## src/rtl/mips_mem_pkg.sv

```systemverilog
`default_nettype none
// +--------------------------------------------------------------------------+
// | mips_mem_pkg                                                             |
// | Opcodes, FSM state encoding and small decode helpers shared by the       |
// | data-memory access unit and its lane aligner.                            |
// | Revision: 1.0 - initial release                                          |
// +--------------------------------------------------------------------------+
package mips_mem_pkg;

  localparam logic [5:0] OP_LB  = 6'h20;
  localparam logic [5:0] OP_LH  = 6'h21;
  localparam logic [5:0] OP_LW  = 6'h23;
  localparam logic [5:0] OP_LBU = 6'h24;
  localparam logic [5:0] OP_LHU = 6'h25;
  localparam logic [5:0] OP_SB  = 6'h28;
  localparam logic [5:0] OP_SH  = 6'h29;
  localparam logic [5:0] OP_SW  = 6'h2B;

  typedef enum logic [1:0] {
    IDLE   = 2'd0,
    ACCESS = 2'd1,
    MERGE  = 2'd2
  } state_t;

  function automatic logic is_store(input logic [5:0] op);
    return (op == OP_SB) || (op == OP_SH) || (op == OP_SW);
  endfunction

  // Unsupported opcode, or an address not aligned to the access size.
  function automatic logic access_err(input logic [5:0] op, input logic [1:0] lo);
    logic e;
    case (op)
      OP_LB, OP_LBU, OP_SB: e = 1'b0;
      OP_LH, OP_LHU, OP_SH: e = lo[0];
      OP_LW, OP_SW:         e = |lo;
      default:              e = 1'b1;
    endcase
    return e;
  endfunction

endpackage
`default_nettype wire

```

## src/rtl/mem_access_unit_if.sv

```systemverilog
`default_nettype none
// +--------------------------------------------------------------------------+
// | mem_access_unit_if                                                       |
// | Request/response bundle from the execute stage plus the word-wide data   |
// | RAM port. "slave" is the access unit; "master" is everything around it.  |
// | Revision: 1.0 - initial release                                          |
// +--------------------------------------------------------------------------+
interface mem_access_unit_if;
  logic        req;
  logic [5:0]  op;
  logic [31:0] addr;
  logic [31:0] wdata;
  logic        busy;
  logic        done;
  logic        err;
  logic [31:0] rdata;
  logic [31:0] ram_addr;
  logic [31:0] ram_wdata;
  logic        ram_we;
  logic [31:0] ram_rdata;

  modport master (
    output req, op, addr, wdata, ram_rdata,
    input  busy, done, err, rdata, ram_addr, ram_wdata, ram_we
  );

  modport slave (
    input  req, op, addr, wdata, ram_rdata,
    output busy, done, err, rdata, ram_addr, ram_wdata, ram_we
  );
endinterface
`default_nettype wire

```

## src/rtl/mem_lane_align.sv

```systemverilog
`default_nettype none
// +--------------------------------------------------------------------------+
// | mem_lane_align                                                           |
// | Combinational little-endian lane handling: load extract/extend and       |
// | sub-word store merge into an existing RAM word.                          |
// | Revision: 1.0 - initial release                                          |
// +--------------------------------------------------------------------------+
module mem_lane_align
  import mips_mem_pkg::*;
(
  input  logic [31:0] word,
  input  logic [31:0] wdata,
  input  logic [1:0]  lane,
  input  logic [5:0]  op,
  output logic [31:0] load_data,
  output logic [31:0] merged
);

  function automatic logic [31:0] load_extract(input logic [31:0] w,
                                               input logic [1:0]  a,
                                               input logic [5:0]  o);
    logic [7:0]  b;
    logic [15:0] h;
    logic [31:0] r;
    b = w[{a, 3'b000} +: 8];
    h = a[1] ? w[31:16] : w[15:0];
    case (o)
      OP_LB:   r = {{24{b[7]}}, b};
      OP_LBU:  r = {24'h0, b};
      OP_LH:   r = {{16{h[15]}}, h};
      OP_LHU:  r = {16'h0, h};
      default: r = w;
    endcase
    return r;
  endfunction

  function automatic logic [31:0] store_merge(input logic [31:0] w,
                                              input logic [31:0] wd,
                                              input logic [1:0]  a,
                                              input logic [5:0]  o);
    logic [31:0] m;
    m = w;
    case (o)
      OP_SB: m[{a, 3'b000} +: 8] = wd[7:0];
      OP_SH: begin
        if (a[1]) m[31:16] = wd[15:0];
        else      m[15:0]  = wd[15:0];
      end
      default: m = wd;
    endcase
    return m;
  endfunction

  assign load_data = load_extract(word, lane, op);
  assign merged    = store_merge(word, wdata, lane, op);

endmodule
`default_nettype wire

```

## src/rtl/mem_access_unit.sv

```systemverilog
`default_nettype none
// +--------------------------------------------------------------------------+
// | mem_access_unit                                                          |
// | One-at-a-time MIPS load/store initiator for a combinational-read data    |
// | RAM. Sub-word stores are done as read (ACCESS) then write (MERGE).       |
// | Revision: 1.0 - initial release                                          |
// +--------------------------------------------------------------------------+
module mem_access_unit
  import mips_mem_pkg::*;
(
  input  logic              clk,
  input  logic              rst,
  mem_access_unit_if.slave  bus
);

  state_t      r_state;
  state_t      w_state_nxt;
  logic [5:0]  r_op;
  logic [31:0] r_addr;
  logic [31:0] r_wdata;
  logic [31:0] r_merged;
  logic [31:0] r_rdata;
  logic        r_done;
  logic        r_err;

  logic        w_capture;
  logic        w_finish;
  logic        w_fin_err;
  logic        w_load_en;
  logic        w_merge_en;
  logic        w_ram_we;
  logic [31:0] w_ram_wdata;
  logic [31:0] w_load_data;
  logic [31:0] w_merged;
  logic        w_acc_err;

  assign w_acc_err = access_err(r_op, r_addr[1:0]);

  mem_lane_align u_align (
    .word      (bus.ram_rdata),
    .wdata     (r_wdata),
    .lane      (r_addr[1:0]),
    .op        (r_op),
    .load_data (w_load_data),
    .merged    (w_merged)
  );

  // State register.
  always_ff @(posedge clk) begin
    if (rst) r_state <= IDLE;
    else     r_state <= w_state_nxt;
  end

  // Next state, RAM strobes and datapath enables.
  always_comb begin
    w_state_nxt = r_state;
    w_capture   = 1'b0;
    w_finish    = 1'b0;
    w_fin_err   = 1'b0;
    w_load_en   = 1'b0;
    w_merge_en  = 1'b0;
    w_ram_we    = 1'b0;
    w_ram_wdata = 32'h0;
    case (r_state)
      IDLE: begin
        if (bus.req) begin
          w_capture   = 1'b1;
          w_state_nxt = ACCESS;
        end
      end
      ACCESS: begin
        if (w_acc_err) begin
          w_finish    = 1'b1;
          w_fin_err   = 1'b1;
          w_state_nxt = IDLE;
        end else if (!is_store(r_op)) begin
          w_load_en   = 1'b1;
          w_finish    = 1'b1;
          w_state_nxt = IDLE;
        end else if (r_op == OP_SW) begin
          w_ram_we    = 1'b1;
          w_ram_wdata = r_wdata;
          w_finish    = 1'b1;
          w_state_nxt = IDLE;
        end else begin
          // Sub-word store: the RAM word is being read now; keep the merge.
          w_merge_en  = 1'b1;
          w_state_nxt = MERGE;
        end
      end
      MERGE: begin
        w_ram_we    = 1'b1;
        w_ram_wdata = r_merged;
        w_finish    = 1'b1;
        w_state_nxt = IDLE;
      end
      default: w_state_nxt = IDLE;
    endcase
  end

  // Captured request, merge buffer, load result and completion flags.
  always_ff @(posedge clk) begin
    if (rst) begin
      r_op     <= 6'h0;
      r_addr   <= 32'h0;
      r_wdata  <= 32'h0;
      r_merged <= 32'h0;
      r_rdata  <= 32'h0;
      r_done   <= 1'b0;
      r_err    <= 1'b0;
    end else begin
      r_done <= w_finish;
      r_err  <= w_fin_err;
      if (w_capture) begin
        r_op    <= bus.op;
        r_addr  <= bus.addr;
        r_wdata <= bus.wdata;
      end
      if (w_merge_en) r_merged <= w_merged;
      if (w_load_en)  r_rdata  <= w_load_data;
    end
  end

  assign bus.busy      = (r_state != IDLE);
  assign bus.done      = r_done;
  assign bus.err       = r_err;
  assign bus.rdata     = r_rdata;
  assign bus.ram_addr  = {r_addr[31:2], 2'b00};
  assign bus.ram_wdata = w_ram_wdata;
  // Reset must block a write even in the MERGE cycle.
  assign bus.ram_we    = w_ram_we & ~rst;

endmodule
`default_nettype wire

```

## src/flat_wrapper.sv

```systemverilog
// flat-port wrapper written by rule: the top's interface ports become plain ports
module mem_access_unit_flat import mips_mem_pkg::*;
  (clk, rst, bus_req, bus_op, bus_addr, bus_wdata, bus_ram_rdata, bus_busy, bus_done, bus_err, bus_rdata, bus_ram_addr, bus_ram_wdata, bus_ram_we);
  mem_access_unit_if bus_i ();
  input  logic clk;
  input  logic rst;
  input wire logic [$bits(bus_i.req)-1:0] bus_req;
  input wire logic [$bits(bus_i.op)-1:0] bus_op;
  input wire logic [$bits(bus_i.addr)-1:0] bus_addr;
  input wire logic [$bits(bus_i.wdata)-1:0] bus_wdata;
  input wire logic [$bits(bus_i.ram_rdata)-1:0] bus_ram_rdata;
  output wire logic [$bits(bus_i.busy)-1:0] bus_busy;
  output wire logic [$bits(bus_i.done)-1:0] bus_done;
  output wire logic [$bits(bus_i.err)-1:0] bus_err;
  output wire logic [$bits(bus_i.rdata)-1:0] bus_rdata;
  output wire logic [$bits(bus_i.ram_addr)-1:0] bus_ram_addr;
  output wire logic [$bits(bus_i.ram_wdata)-1:0] bus_ram_wdata;
  output wire logic [$bits(bus_i.ram_we)-1:0] bus_ram_we;
  assign bus_i.req = bus_req;
  assign bus_i.op = bus_op;
  assign bus_i.addr = bus_addr;
  assign bus_i.wdata = bus_wdata;
  assign bus_i.ram_rdata = bus_ram_rdata;
  assign bus_busy = bus_i.busy;
  assign bus_done = bus_i.done;
  assign bus_err = bus_i.err;
  assign bus_rdata = bus_i.rdata;
  assign bus_ram_addr = bus_i.ram_addr;
  assign bus_ram_wdata = bus_i.ram_wdata;
  assign bus_ram_we = bus_i.ram_we;
  mem_access_unit u_core (.clk(clk), .rst(rst), .bus(bus_i));
endmodule
```

## config.mk

```make
export PLATFORM = sky130hd
export DESIGN_NAME = mem_access_unit_flat
export DESIGN_NICKNAME = d
export VERILOG_FILES = /design/src/rtl/mips_mem_pkg.sv /design/src/rtl/mem_access_unit_if.sv /design/src/rtl/mem_lane_align.sv /design/src/rtl/mem_access_unit.sv /design/src/flat_wrapper.sv
export SDC_FILE = /design/constraint.sdc
export NUM_CORES = 1
export LEC_CHECK = 0
export CELL_PAD_IN_SITES_DETAIL_PLACEMENT = 2
export CELL_PAD_IN_SITES_GLOBAL_PLACEMENT = 2
export CORE_ASPECT_RATIO = 0.75
export CORE_MARGIN = 2
export CORE_UTILIZATION = 39
export DETAILED_ROUTE_END_ITERATION = 10
export DONT_BUFFER_PORTS = 1
export PLACE_DENSITY = 0.88
export SYNTH_ARGS = -nofsm -noshare
export SYNTH_HDL_FRONTEND = slang
export SYNTH_SLANG_ARGS = --single-unit
export TNS_END_PERCENT = 1
```

## constraint.sdc

```tcl
create_clock -name clk -period 4.44 [get_ports clk]
set_input_delay 0.888 -clock clk [delete_from_list [all_inputs] [get_ports clk]]
set_output_delay 0.888 -clock clk [all_outputs]
set_load 0.01 [all_outputs]
```

-- Word-level counts from Yosys, hierarchy flattened
Index checks and enable logic that the tools add are counted.
- bits in registers: 138
- latch bits: 0
- memory bits (writable): 0
- memory bits (read-only): 0
- input bits: 105
- output and inout bits: 100
- word-level logic and storage cells: 68
- memories: 0
- $add $sub $neg: 1
- multiply operators: 0
- divide/modulo/power cells: 0
- order comparisons: 0
- eq/ne operators: 11
- shift-type cells: 3
- mux-type cells: 33
- bitwise logic cells: 3
- reduce and logical (&&, ||, !) cells: 9
- operators by type and width (cell ; number):
    one-hot mux 32 bit (2 select lines) ; 2
    one-hot mux 32 bit (4 select lines) ; 1
    2-to-1 mux 32 bit ; 3
    == test 6 bit, second input constant ; 8
    2-to-1 mux 16 bit ; 3
    bitwise mux 32 bit ; 1
    variable shift 8 x 7 -> 32 bit, first input constant ; 1
    variable part select 32 x 6 -> 8 bit ; 1
    variable part select 8 x 7 -> 32 bit ; 1
    2-to-1 mux 1 bit ; 15
    2-to-1 mux 2 bit ; 4
    negator 5 -> 7 bit ; 1
    OR reduction 2 bit ; 3
    OR reduction 3 bit ; 2
    one-hot mux 1 bit (2 select lines) ; 2
    one-hot mux 2 bit (2 select lines) ; 1
    one-hot mux 1 bit (3 select lines) ; 1
    == test 2 x 1 -> 1 bit, second input constant ; 1
    == test 2 bit, second input constant ; 1
    logical NOT 2 bit ; 1
    logical OR 1 bit ; 2
    inequality test 2 bit, second input constant ; 1
    inverter 1 bit ; 2
    nonzero test 2 bit ; 1
    bitwise AND 1 bit ; 1

-- Depth between registers and ports, before layout
- word-level depth: 7
- depth in mapped cells: 9
- mapped depth without buffers: 6

-- By module
From an unflattened synthesis, not the netlist that was laid out.
- cell total of the unflattened synthesis: 977
- area total of the unflattened synthesis: 7780.0 um2
- modules (own cells, without submodules) (module ; times used ; cells each ; area an instance (um2) ; seq. area each (um2)):
    mem_access_unit ; 1 ; 661 ; 5801.8 ; 2762.6
    mem_lane_align ; 1 ; 316 ; 1978.1 ; 0.0

-- Worst setup path after synthesis
No wires, ideal clock.
- path kind: register to output
- start point: register u_core.r_addr[1]
- end point: output bus_ram_we
- data arrival time: 2.260 ns
- data required time: 3.552 ns
- setup slack: 1.292 ns
- stages on the path, launching flop included: 10
- buffers on the path: 3
- cell sequence: dfxtp_1 buf_2 inv_1 ha_1 nand3b_4 a2111oi_4 buf_4 buf_2 a21oi_1 nor3b_1
- longest elaborated chain between the ends: 5
- RTL lines (item ; RTL line ; source):
    start: declaration ; mem_access_unit.sv:19 ; logic [31:0] r_addr;
    start signal: assignment ; mem_access_unit.sv:116 ; r_addr <= bus.addr;
    OR reduction 2 bit ; mips_mem_pkg.sv:35 ; OP_LW, OP_SW: e = |lo;
    one-hot mux 1 bit (3 select lines) ; mips_mem_pkg.sv:32 ; case (op)
    2-to-1 mux 1 bit ; mem_access_unit.sv:72 ; if (w_acc_err) begin
    one-hot mux 1 bit (2 select lines) ; mem_access_unit.sv:64 ; case (r_state)
    bitwise AND 1 bit ; mem_access_unit.sv:131 ; assign bus.ram_we = w_ram_we & ~rst;
    end: declaration ; flat_wrapper.sv:18 ; output wire logic [$bits(bus_i.ram_we)-1:0] bus_ram_we;
No other way between the ends.

-- Final worst setup path
- start point: register u_core.r_addr[0]
- end point: output bus_ram_wdata[10]
- longest elaborated chain between the ends: 4
- RTL lines (item ; RTL line ; source):
    OR reduction 2 bit ; mips_mem_pkg.sv:35 ;
    one-hot mux 1 bit (3 select lines) * ; mips_mem_pkg.sv:32 ;
    2-to-1 mux 32 bit * ; mem_access_unit.sv:72 ;
    one-hot mux 32 bit (2 select lines) * ; mem_access_unit.sv:64 ;
    end: declaration ; flat_wrapper.sv:17 ; output wire logic [$bits(bus_i.ram_wdata)-1:0] bus_ram_wdata;
Every way passes the cells marked *; elsewhere a longest branch is shown, timed or not.

==> impl_metrics.yaml <==
synth:
  ys_seq_area_frac: 0.391
  synth.avg_cell_area_um2: 8.20
  synthArstFlopShare: 0
  synth_xor_area_frac: 0
  synth_top_family_by_area: "compound AO/OA/AOI/OAI gates"
  postSynthCellCount: 861
  ys_dominant_reg_cell: "dfxtp_1"
  synthAdderAreaFrac: 0.0142
  synthSimpleGateAreaFrac: 0.180
  synthMuxAreaShare: 0.0188
  netlist_area_um2: 7060
  yosys_warnings: 0
  ys_ff_latch: 138
  synth-edff-count: 0
  synth_compound_area_frac: 0.305
  synth.distinct_cells: 60
sta:
  worst_pin_slew_ps: 1390
  finalSetupTns_ps: 0
  final_max_slew_viol_count: 0
  timing.final.crit_share: 0.873
  finalHoldWorstSlack_ps: 460
  setup_viol: 0
  finClkSkew_ps: 6.85
  hold_viol: 0
  slew_headroom: 0.0711
  post-route-min-period_ps: 3880
  clock.fmax_mhz: 258
  rsz0062_at_grt: "no"
global_route:
  grt_pass1_wl_um: 41900
  grt_max_degree: 133
  antenna_found_initial: 1
  grt_use_total: 0.285
  globalRouteOverflowTotal: 0
  grt_pass1_vias: 6994
drt:
  ant_nets: 0
  vias: 6647
  drc: 0
  via_per_inst: 6.42
  wl_per_cell_um: 26.3
  first_iter_violations: 669
  wirelength_um: 27200
  first_pass_iters: 6
clock_network:
  clkTransAtPathRegs_ps: 60
  clockBufferDepth: 2
  htree_levels: 4
  cts_hold_buffers: 0
  cts-root-buf: "clkbuf_16"
  cts_made_buffers: 17
  cts_tree: "done"
  post_cts_buffers: 0
  clk_latency_ps: 430
  cts.sink_count: 138
  ctsResizeCount: 0
place:
  dp.cells: 1003
  gp_congestion: 0.898
  io_buffers: 0
  place_hpwl_um: 19100
  place_area_um2: 6890
layout:
  antenna_cells: 0
  fin_cells: 1035
  fin_nets: 893
  layout-drive-gt1-share: 0.0870
  final_util: 0.424
  area_growth_pct: 6.38
  postLayoutCellArea_um2: 7510
setup_path:
  timing.rr.start: "u_core.r_addr[0]"
  r2r_end: "u_core.r_merged[2]"
  critPathKind: "flop to output port"
  critPathMaxFanout: 57
  r2r_slack_ps: 1160
  crit_required_ps: 3550
  crit_path_end_kind: "output port"
  cp.arrival_ps: 2990
  r2r_cells: 8
  crit_path_start_kind: "flop"
job:
  maxCapViolCount: 0
run_status:
  status: "completed"
floorplan:
  design.core.area_um2: 17700
  ios: 205
  die-area_um2: 19200
  start_util: 0.398
  die_h_um: 120
  die_w_um: 159
  num_rows: 42
power:
  p_per_area_nw_per_um2: 417
  cellLeakagePower_nw: 2.40
  peakVddDrop_mv: 0.211
hold_path:
  hp-start: "u_core.r_wdata[21]"
  hp-class: "flop to flop"
  hold_path_depth: 2
  hold_end: "u_core.r_wdata[21]"
per-layer routing:
| layer | global-route usage | share of wire | vias up |
|---|---|---|---|
| li1 | - | - | 2954 |
| met1 | 0.347 | 0.41 | 3357 |
| met2 | 0.468 | 0.47 | 281 |
| met3 | 0.112 | 0.098 | 53 |
| met4 | 0.0858 | 0.021 | 2 |
| met5 | 0 | 0.00048 | - |
registers in the layout, summed over array words and instances, names as in the netlist:
signal,cells
u_core.bus.done,1
u_core.bus.err,1
u_core.bus.rdata,32
u_core.r_addr,32
u_core.r_merged,32
u_core.r_op,6
u_core.r_state,2
u_core.r_wdata,32
cell usage after synthesis, types with 5 or more instances:
master      n  area (µm²)
clkbuf_1   59         221
a311oi_1   23         201
buf_4      37         278
a21oi_1   145         726
or3_1       5        31.3
and3_1      5        31.3
inv_1       7        26.3
nor2_1     10        37.5
buf_1       6        22.5
mux2i_1    11         110
o21ai_0     8        40.0
buf_2      14        70.1
nand2_1   181         679
a22oi_1     7        52.6
nor2b_1    35         219
ha_1        8         100
o32ai_1     6        52.6
dfxtp_1   138        2760
a211oi_1   32         240
a32oi_1    40         350
a222oi_1   15         150
report_power, final:
part	switching, mW	leakage, nW	internal [mW]	total [mW]
sequential	0.0634	1.12	1.29	1.35
combinational	0.184	0.980	0.0896	0.274
clock	0.608	0.301	0.896	1.50
final cells by class:
type                    count  area (µm²)
flip-flops and latches    138        2760
clock buffers              17         425
repair buffers             16         120
fillers                  2035       10200
well taps                 242         303
inverters                   8        30.0
clock inverters            15         189
multi-input cells         599        3680
kinds of logic after synthesis:
family,Yosys count
flip-flops,138
other,1
multiplexers,13
AO/OA/AOI/OAI,306
AND/OR/NAND/NOR,270
adder cells (fa/ha/maj),8
buffers and inverters,125
worst max path at each step:
stage / endpoint / from / cells past startpoint / slack (ps)
finish: bus_ram_wdata[10] / u_core.r_addr[0] / 7 / 560
global route: bus_ram_wdata[0] / u_core.r_addr[1] / 7 / 360
floorplan: bus_ram_we / u_core.r_addr[1] / 9 / 1290
global placement: bus_ram_we / u_core.r_addr[1] / 8 / 1200
detailed placement: bus_ram_wdata[15] / u_core.r_addr[0] / 7 / 1050
CTS: bus_ram_wdata[15] / u_core.r_addr[0] / 7 / 590
cells in the final DEF, fill, tap and decap left out, drive strengths merged, types with 3 or more instances in the layout:
master,netlist,final
bufinv,0,3
a22oi,7,7
buf,58,16
dfxtp,138,138
o22ai,4,4
or3,5,5
a21o,4,4
o21a,3,3
a32oi,40,40
and2,5,5
a211oi,32,32
nand3,4,4
a21oi,145,145
nand3b,3,3
nor2,10,10
inv,7,13
mux2i,11,11
a311oi,25,25
o21ai,8,8
nand2b,4,4
a222oi,15,15
and3,5,5
ha,8,8
o32ai,6,6
clkbuf,59,17
nand2,181,181
nor3,4,4
clkinv,1,6
nor2b,35,35
a2111oi,5,5
worst max-delay path, cell delays in order, from the launching register on:
cell	delay (ps)
dfxtp_1	440
inv_1	180
ha_1	290
nand3b_4	110
a2111oi_4	370
buf_4	550
a32oi_1	220
nor2b_1	330
metrics by stage:
stage	power, mW	worst slack [ps]
6_report	3.13	564
3_3_place_gp	1.62	1200
4_1_cts	3.15	586
5_1_grt	3.24	363
3_5_place_dp	1.65	1050
2_1_floorplan	1.60	1290
No activity file was read; power rests on OpenSTA's default activity.
